## src/rtl/motor_step_driver.sv

```systemverilog
// Two-axis stepper driver: tick-paced stepping of theta (clamped 0..180 deg)
// and phi (wrapping 0..359 deg) with registered coil phases and step pulses.
// Build option: define HALF_STEP_EN for the 8-entry half-step sequence;
// the default build uses the 4-entry full-step sequence.
module motor_step_driver #(
    parameter int unsigned CLK_DIV       = 50000,
    parameter int unsigned STEPS_PER_DEG = 4
) (
    input  logic        clk,
    input  logic        rst,
    input  logic        enable,
    input  logic [1:0]  cmd_theta_pos,
    input  logic [1:0]  cmd_theta_neg,
    input  logic [1:0]  cmd_phi_pos,
    input  logic [1:0]  cmd_phi_neg,
    output logic [3:0]  coil_theta,
    output logic [3:0]  coil_phi,
    output logic        step_theta,
    output logic        step_phi,
    output logic [15:0] theta_actual,
    output logic [15:0] phi_actual,
    output logic        limit_theta
);

    localparam int unsigned CNT_W = $clog2(CLK_DIV);
`ifdef HALF_STEP_EN
    localparam int unsigned IDX_W = 3;
`else
    localparam int unsigned IDX_W = 2;
`endif
    localparam int unsigned SUB_W   = (STEPS_PER_DEG > 1) ? $clog2(STEPS_PER_DEG) : 1;
    localparam logic [CNT_W-1:0] CNT_LAST = CNT_W'(CLK_DIV - 1);
    localparam logic [SUB_W-1:0] SUB_LAST = SUB_W'(STEPS_PER_DEG - 1);
    localparam logic [15:0]      THETA_MAX = 16'd180;
    localparam logic [15:0]      PHI_LAST  = 16'd359;

    // Coil pattern lookup; the phase count is a power of two so the index wraps naturally.
    function automatic logic [3:0] pattern(input logic [IDX_W-1:0] idx);
`ifdef HALF_STEP_EN
        case (idx)
            3'd0:    pattern = 4'b1000;
            3'd1:    pattern = 4'b1100;
            3'd2:    pattern = 4'b0100;
            3'd3:    pattern = 4'b0110;
            3'd4:    pattern = 4'b0010;
            3'd5:    pattern = 4'b0011;
            3'd6:    pattern = 4'b0001;
            default: pattern = 4'b1001;
        endcase
`else
        case (idx)
            2'd0:    pattern = 4'b1100;
            2'd1:    pattern = 4'b0110;
            2'd2:    pattern = 4'b0011;
            default: pattern = 4'b1001;
        endcase
`endif
    endfunction

    logic [CNT_W-1:0] tick_cnt;
    logic [IDX_W-1:0] th_idx, ph_idx, th_idx_n, ph_idx_n;
    logic [SUB_W-1:0] th_sub, ph_sub, th_sub_n, ph_sub_n;
    logic [15:0]      th_deg_n, ph_deg_n;
    logic             tick, th_pos, th_neg, ph_pos, ph_neg;
    logic             th_blk, th_up, th_dn, ph_up, ph_dn;

    // Tick detection, command decode, theta clamp and next phase/position.
    always_comb begin
        tick     = enable && (tick_cnt == CNT_LAST);
        th_pos   = (cmd_theta_pos == 2'b01) && (cmd_theta_neg != 2'b01);
        th_neg   = (cmd_theta_neg == 2'b01) && (cmd_theta_pos != 2'b01);
        ph_pos   = (cmd_phi_pos == 2'b01) && (cmd_phi_neg != 2'b01);
        ph_neg   = (cmd_phi_neg == 2'b01) && (cmd_phi_pos != 2'b01);
        th_blk   = tick && ((th_pos && (theta_actual == THETA_MAX)) ||
                            (th_neg && (theta_actual == 16'd0) && (th_sub == SUB_W'(0))));
        th_up    = tick && th_pos && !th_blk;
        th_dn    = tick && th_neg && !th_blk;
        ph_up    = tick && ph_pos;
        ph_dn    = tick && ph_neg;
        th_idx_n = th_idx;
        th_sub_n = th_sub;
        th_deg_n = theta_actual;
        ph_idx_n = ph_idx;
        ph_sub_n = ph_sub;
        ph_deg_n = phi_actual;

        if (th_up) begin
            th_idx_n = th_idx + IDX_W'(1);
            if (th_sub == SUB_LAST) begin
                th_sub_n = SUB_W'(0);
                th_deg_n = theta_actual + 16'd1;
            end else begin
                th_sub_n = th_sub + SUB_W'(1);
            end
        end else if (th_dn) begin
            th_idx_n = th_idx - IDX_W'(1);
            if (th_sub == SUB_W'(0)) begin
                th_sub_n = SUB_LAST;
                th_deg_n = theta_actual - 16'd1;
            end else begin
                th_sub_n = th_sub - SUB_W'(1);
            end
        end

        if (ph_up) begin
            ph_idx_n = ph_idx + IDX_W'(1);
            if (ph_sub == SUB_LAST) begin
                ph_sub_n = SUB_W'(0);
                ph_deg_n = (phi_actual == PHI_LAST) ? 16'd0 : phi_actual + 16'd1;
            end else begin
                ph_sub_n = ph_sub + SUB_W'(1);
            end
        end else if (ph_dn) begin
            ph_idx_n = ph_idx - IDX_W'(1);
            if (ph_sub == SUB_W'(0)) begin
                ph_sub_n = SUB_LAST;
                ph_deg_n = (phi_actual == 16'd0) ? PHI_LAST : phi_actual - 16'd1;
            end else begin
                ph_sub_n = ph_sub - SUB_W'(1);
            end
        end
    end

    // State and output registers; the tick counter parks at 0 while disabled.
    always_ff @(posedge clk) begin
        if (rst) begin
            tick_cnt     <= '0;
            th_idx       <= '0;
            ph_idx       <= '0;
            th_sub       <= '0;
            ph_sub       <= '0;
            theta_actual <= '0;
            phi_actual   <= '0;
            coil_theta   <= 4'b0000;
            coil_phi     <= 4'b0000;
            step_theta   <= 1'b0;
            step_phi     <= 1'b0;
            limit_theta  <= 1'b0;
        end else begin
            tick_cnt     <= (!enable || tick) ? '0 : tick_cnt + CNT_W'(1);
            th_idx       <= th_idx_n;
            ph_idx       <= ph_idx_n;
            th_sub       <= th_sub_n;
            ph_sub       <= ph_sub_n;
            theta_actual <= th_deg_n;
            phi_actual   <= ph_deg_n;
            coil_theta   <= enable ? pattern(th_idx_n) : 4'b0000;
            coil_phi     <= enable ? pattern(ph_idx_n) : 4'b0000;
            step_theta   <= th_up || th_dn;
            step_phi     <= ph_up || ph_dn;
            if (tick) begin
                limit_theta <= th_blk;
            end
        end
    end

endmodule

```

## config.mk

```make
export PLATFORM = sky130hd
export DESIGN_NAME = motor_step_driver
export DESIGN_NICKNAME = d
export VERILOG_FILES = /design/src/rtl/motor_step_driver.sv
export SDC_FILE = /design/constraint.sdc
export NUM_CORES = 1
export LEC_CHECK = 0
export ABC_CLOCK_PERIOD_IN_PS = 4300
export CORE_ASPECT_RATIO = 0.6
export CORE_MARGIN = 3
export CORE_UTILIZATION = 45
export DETAILED_ROUTE_END_ITERATION = 10
export PLACE_DENSITY = 0.67
export SLEW_MARGIN = 30
export SYNTH_ARGS = -nofsm -noshare
export SYNTH_HDL_FRONTEND = slang
export SYNTH_SLANG_ARGS = --single-unit
```

## constraint.sdc

```tcl
create_clock -name clk -period 4.3 [get_ports clk]
set_clock_uncertainty 0.05 [all_clocks]
set_input_delay 0.43 -clock clk [delete_from_list [all_inputs] [get_ports clk]]
set_output_delay 0.43 -clock clk [all_outputs]
set_load 0.005 [all_outputs]
```

==> results.sh, run 1 <==
export IMPL_status="completed"
export IMPL_max_clock_path_buffers=2
export IMPL_antenna_cells=0
export IMPL_post_dp_cell_area_um2=5040
export IMPL_synth_simple_gate_area_share_pct=28.6
export IMPL_ant_nets=0
export IMPL_vias=4263
export IMPL_ys_warn_count=0
export IMPL_worstPathMaxFanout=9
export IMPL_synthAdderAreaFrac_pct=8.92
export IMPL_insertion_delay_ns=0.35
export IMPL_area_growth_pct=21.0
export IMPL_hp_start="tick_cnt[0]"
export IMPL_criticalPathCategory="flop to flop"
export IMPL_ys_seq_area_share_pct=30.2
export IMPL_hpwlAfterDp_um=8710
export IMPL_drc=0
export IMPL_clock_fmax_mhz=248
export IMPL_netlist_instances=559
export IMPL_synth_area_top_cells="dfxtp_1 30%, ha_1 8.5%, nor2_1 6.2%, a21oi_1 5.2%, nand2_1 4.5%"
export IMPL_nets=645
export IMPL_nFillCells=885
export IMPL_synth_top_area_share_pct=30.2
export IMPL_period_share_pct=93.8
export IMPL_ys_types=74
export IMPL_synth_top_flop_cell="dfxtp_1"
export IMPL_slew_headroom_pct=41.3
export IMPL_synth_nets=601
export IMPL_p_total_uw=1430
export IMPL_path_clk_slew_ns=0.06
export IMPL_rsz0062_at_grt="false"
export IMPL_cts_tree="built"
export IMPL_rrSetupSlack_ns=0.27
export IMPL_grt_pass1_vias=3904
export IMPL_yosys_register_bits=67
export IMPL_synthArstFlopShare_pct=0
export IMPL_worst_pin_slew_ns=0.873
export IMPL_finalMaxSlewViolations=0
export IMPL_overflow=0
export IMPL_syn_area_um2=4430
export IMPL_post_route_min_period_ns=4.03
export IMPL_required_ns=4.48
export IMPL_min_path_cells=1
export IMPL_die_area_um2=11100
export IMPL_firstDrtPassIters=5
export IMPL_die_y_um=82.9
export IMPL_power_density_nw_per_um2=267
export IMPL_grt_start_max_net_pins=48
export IMPL_peakVddDrop_uv=192
export IMPL_min_to="tick_cnt[0]"
export IMPL_start_util_pct=47.2
export IMPL_synth_top_family_by_area="simple AND/OR/NAND/NOR gates"
export IMPL_cts_sinks=67
export IMPL_final_area_um2=5370
export IMPL_start_kind="flop"
export IMPL_cts_resized=0
export IMPL_multi_input_area_um2=2910
export IMPL_crit_chain="or4_4 -> nor4_2 -> nand2_1 -> nor2_2 -> nand2_1 -> buf_4 -> ha_1 -> a21oi_1 -> o211ai_1 -> a21oi_1 -> o31ai_1 -> a2111o_1 -> nand4_1 -> mux2_1"
export IMPL_tns_ns=0
export IMPL_slowest_stage="or4_4"
export IMPL_wl_per_cell_um=16.3
export IMPL_synthMuxAreaShare_pct=2.09
export IMPL_synth_top_cells_by_count="73 x nor2_1, 67 x dfxtp_1, 53 x nand2_1, 46 x a21oi_1, 33 x o21ai_0"
export IMPL_worst_r2r_endpoint="theta_actual[15]"
export IMPL_setup_viol=0
export IMPL_h_tree_depth=3
export IMPL_seq_area_um2=1340
export IMPL_endpoint_kind="flop"
export IMPL_antenna_found_initial=0
export IMPL_wl_um=12000
export IMPL_row_count=27
export IMPL_grt_pass1_wl_um=19800
export IMPL_rr_startpoint="tick_cnt[11]"
export IMPL_coreArea_um2=9390
export IMPL_cts_setup_buffers=0
export IMPL_synth_edf_count=0
export IMPL_viasPerCell=5.78
export IMPL_cts_root_buffer="clkbuf_16"
export IMPL_track_usage_pct=22.1
export IMPL_syn_area_per_cell_um2=7.93
export IMPL_die_w_um=134
export IMPL_cpPeakStageDelay_ns=0.56
export IMPL_cap_violations=0
export IMPL_place_congestion=0.929
export IMPL_drt_iter0_drc=348
export IMPL_synth_top_cell_by_area="dfxtp_1"
export IMPL_drive_gt1_share_pct=8.06
export IMPL_cp_arrival_ns=4.21
export IMPL_ff2ff_path_depth=14
export IMPL_hold_buffers=0
export IMPL_ioPinCount=54
export IMPL_p_leak_uw=0.00203
export IMPL_hold_path_class="flop to flop"
export IMPL_port_buffers=53
export IMPL_yosysMostFrequentCell="nor2_1"
export IMPL_synth_compound_area_share_pct=20.1
export IMPL_synthXorXnorAreaFrac_pct=5.53
export IMPL_cts_made_buffers=9
export IMPL_hold_viol_final=0
## per-stage QoR
step,utilization (%),setup slack (ns),hold slack (ns),cells
2_1_floorplan,-,0.429,0.363,559
3_3_place_gp,53.7,0.296,0.385,721
3_5_place_dp,53.7,0.196,0.384,721
4_1_cts,56.9,0.153,0.397,737
5_1_grt,57.1,0.0200,0.423,738
6_report,57.1,0.266,0.397,738
## worst max path at each step
stage	slack, ns	depth (start not counted)	start	endpoint
6_report	0.27	14	tick_cnt[11]	theta_actual[15]
2_1_floorplan	0.43	13	cmd_theta_pos[1]	theta_actual[15]
4_1_cts	0.15	14	tick_cnt[15]	theta_actual[15]
3_3_place_gp	0.30	15	cmd_theta_pos[1]	theta_actual[15]
3_5_place_dp	0.20	15	cmd_theta_pos[1]	theta_actual[15]
5_1_grt	0.02	14	tick_cnt[15]	theta_actual[15]
## worst max-delay path: cells and delay by family (launching register included)
family	cells	cell delay, ns
flip-flops	1	0.34
multiplexers	1	0.33
AO/OA/AOI/OAI	5	1.21
AND/OR/NAND/NOR	6	1.42
adder cells (fa/ha/maj)	1	0.35
buffers and inverters	1	0.21
## layout by cell type, fill, tap and decap left out, drive strengths merged, types with 3 or more instances in the layout
cell type	synthesis	layout
nor2	75	75
dfxtp	67	67
nand2	54	54
clkdlybuf4s50	0	53
a21oi	46	46
o21ai	36	36
ha	30	30
inv	19	21
nor4	19	19
xor2	14	14
xnor2	14	14
nand3	13	13
and3	13	13
nor3	13	13
a211oi	10	10
nand4	9	9
clkbuf	20	9
a21o	8	8
or3	7	7
mux2i	7	7
or2	6	6
buf	6	6
o31ai	5	5
nand2b	4	4
nor2b	4	4
and2	4	4
o21bai	4	4
nor4b	4	4
or4	4	4
o211ai	3	3
a31oi	3	3
o22ai	3	3
## cell type report
| class | count | share of cell area (%) |
|---|---|---|
| timing repair buffer | 59 | 10.8 |
| tap | 130 | 3.03 |
| sequential | 67 | 25.0 |
| clock inverter | 7 | 1.42 |
| multi-input combinational | 447 | 54.2 |
| clock buffer | 9 | 4.20 |
| inverter | 19 | 1.33 |
## routing by layer
layer,global-route usage [%],up-vias,routed length (um)
li1,-,2115,-
met1,33.5,1979,6060
met2,28.7,153,4720
met3,8.29,16,1150
met4,5.36,0,112
met5,0,-,0
## registers in the layout (all words and copies together) (netlist names)
name          flops
phi_actual       16
theta_actual     16
tick_cnt         16
coil_phi          4
coil_theta        4
ph_idx            2
ph_sub            2
th_idx            2
th_sub            2
limit_theta       1
step_phi          1
step_theta        1
## cells by family after synthesis
family | Yosys count
AOI/OAI and AO/OA | 139
xor gates and xnor gates | 28
muxes | 9
and+or+nand+nor | 240
buffers and inverters | 45
adders and majority gates | 31
DFF | 67
## power by group
group	total, uW	leakage [uW]	switching [uW]	internal (uW)
clock network	761	0.000142	308	453
registers	625	0.000541	1.07	624
logic	44.7	0.00134	25.9	18.8
total	1430	0.00203	335	1100
(Power assumes the default switching activity.)
==> run 2: changes to the inputs <==
==> constraint.sdc (replaced) <==
create_clock -name clk -period 4.3 [get_ports clk]
set_clock_uncertainty 0.05 [all_clocks]
set_input_delay 0.86 -clock clk [delete_from_list [all_inputs] [get_ports clk]]
set_output_delay 0.86 -clock clk [all_outputs]
set_load 0.005 [all_outputs]
==> run 2 against run 1 <==
Effect of this change: fmax is 1.8% lower; highest routed layer unchanged; non-clock buffer count is 10 higher; final area is 1.8% higher; critical path type is now primary input to flop; sequential power hardly changed; critical endpoint unchanged.
==> results.sh, run 2 (same netlist as run 1, synthesis figures left out) <==
export IMPL_hold_buffers=0
export IMPL_nets=655
export IMPL_criticalPathCategory="primary input to flop"
export IMPL_cts_made_buffers=9
export IMPL_hpwlAfterDp_um=9360
export IMPL_p_leak_uw=0.00209
export IMPL_start_util_pct=47.2
export IMPL_slew_headroom_pct=39.4
export IMPL_pre_cts_slack_ns=-0.187
export IMPL_drc=0
export IMPL_wl_um=13000
export IMPL_path_buf_inv=2
export IMPL_crit_chain="clkdlybuf4s50_1 -> nor2b_1 -> or3_1 -> a21oi_2 -> nor2_1 -> nand2_2 -> buf_4 -> ha_1 -> o21ai_0 -> o21ai_0 -> a21oi_2 -> o31ai_1 -> a2111o_1 -> nand4_1 -> mux2_1"
export IMPL_h_tree_depth=3
export IMPL_setup_viol=0
export IMPL_cp_arrival_ns=4.28
export IMPL_slowest_stage="clkdlybuf4s50_1"
export IMPL_cts_root_buffer="clkbuf_16"
export IMPL_period_share_pct=95.5
export IMPL_ioPinCount=54
export IMPL_coreArea_um2=9390
export IMPL_peakVddDrop_uv=215
export IMPL_path_clk_slew_ns=0.06
export IMPL_row_count=27
export IMPL_cts_tree="built"
export IMPL_antenna_found_initial=0
export IMPL_drive_gt1_share_pct=9.55
export IMPL_cap_violations=0
export IMPL_track_usage_pct=23.3
export IMPL_cts_sinks=67
export IMPL_hold_viol_final=0
export IMPL_area_growth_pct=23.2
export IMPL_port_buffers=53
export IMPL_place_congestion=0.990
export IMPL_viasPerCell=5.88
export IMPL_vias=4399
export IMPL_firstDrtPassIters=5
export IMPL_biggestRegsByFlops="phi_actual: 16 flops, theta_actual: 16 flops, tick_cnt: 16 flops"
export IMPL_postLayoutCoreUtil_pct=58.2
export IMPL_die_area_um2=11100
export IMPL_die_w_um=134
export IMPL_dp_cells=731
export IMPL_layoutNonFillerInstCount=748
export IMPL_die_y_um=82.9
export IMPL_finalMaxSlewViolations=0
export IMPL_crit_family="compound AO/OA/AOI/OAI gates"
export IMPL_cpPeakStageDelay_ns=0.46
export IMPL_clock_fmax_mhz=243
export IMPL_final_cell_mix="73 x nor2_1, 67 x dfxtp_1, 53 x clkdlybuf4s50_1"
export IMPL_status="completed"
export IMPL_power_density_nw_per_um2=271
export IMPL_grt_start_max_net_pins=47
export IMPL_nFillCells=859
export IMPL_final_common_cell="nor2_1"
export IMPL_grt_pass1_wl_um=21100
export IMPL_worst_pin_slew_ns=0.901
export IMPL_overflow=0
export IMPL_endpoint_kind="flop"
export IMPL_start_kind="primary input"
export IMPL_drt_iter0_drc=292
export IMPL_antenna_cells=0
export IMPL_ant_nets=0
export IMPL_insertion_delay_ns=0.34
export IMPL_required_ns=4.47
export IMPL_worstPathMaxFanout=8
export IMPL_wl_per_cell_um=17.3
export IMPL_fin_ws_ns=0.192
export IMPL_post_route_min_period_ns=4.11
export IMPL_hold_path_class="flop to flop"
export IMPL_cts_setup_buffers=0
export IMPL_grt_pass1_vias=4066
export IMPL_max_clock_path_buffers=2
run 2: cell types whose count changed in the layout (fill, tap and decap cells not counted), moves of 2 or more:
cell / before / now
buf_4: 5 / 15
clkinvlp_4: 2 / 0
a21oi_1: 46 / 44
a21oi_2: 0 / 2
run 2: report_power, final:
part           internal [uW]  switching (uW)  leakage, uW
sequential               624           0.984     0.000541
combinational           19.6            26.5      0.00139
clock                    524             283     0.000163
total                   1170             310      0.00209
run 2: through the flow:
stage	cell area, um2	hold slack [ns]	power (uW)	TNS (ns)
floorplan	4440	0.363	661	0
global placement	5120	0.375	683	-0.0882
detailed placement	5120	0.386	684	-0.250
CTS	5440	0.394	1490	0
global route	5460	0.423	1520	-0.0776
finish	5460	0.391	1480	0
run 2: worst register-to-register path, delay by kind of cell, from the launching register on:
kind            cells  cell delay [ns]
fa+ha+maj           1             0.30
buf+inv             1             0.19
mux                 1             0.32
flops               1             0.33
simple gates        6             1.56
compound gates      5             1.24
run 2: path summary, 6_finish.rpt:
path              depth (start not counted)          endpoint  slack (ns)             start
hold reg to reg                           1       tick_cnt[0]        0.39       tick_cnt[0]
setup / recovery                         15  theta_actual[15]        0.19  cmd_theta_neg[0]
setup reg to reg                         14  theta_actual[15]        0.20      tick_cnt[10]
hold / removal                            1       tick_cnt[0]        0.39       tick_cnt[0]
run 2: timing repair:
action,in CTS,in global routing
endpoints found under the setup margin,0,2
hold endpoints to repair,0,0
gates resized for setup,0,2
run 2: layout make-up:
class                      instances  area, um2  share of cell area, %
inverter                          19       71.3                   1.31
clock inverter                     6       87.6                   1.60
multi-input combinational        447       2910                   53.2
timing repair buffer              69        654                   12.0
clock buffer                      10        239                   4.38
tap                              130        163                   2.98
sequential                        67       1340                   24.6
run 2: metal layers:
metal | track usage [%] | part of all wire (%)
met1 | 35.7 | 50
met2 | 31.6 | 40
met3 | 7.14 | 9.3
met4 | 5.08 | 1.1
met5 | 0 | 0
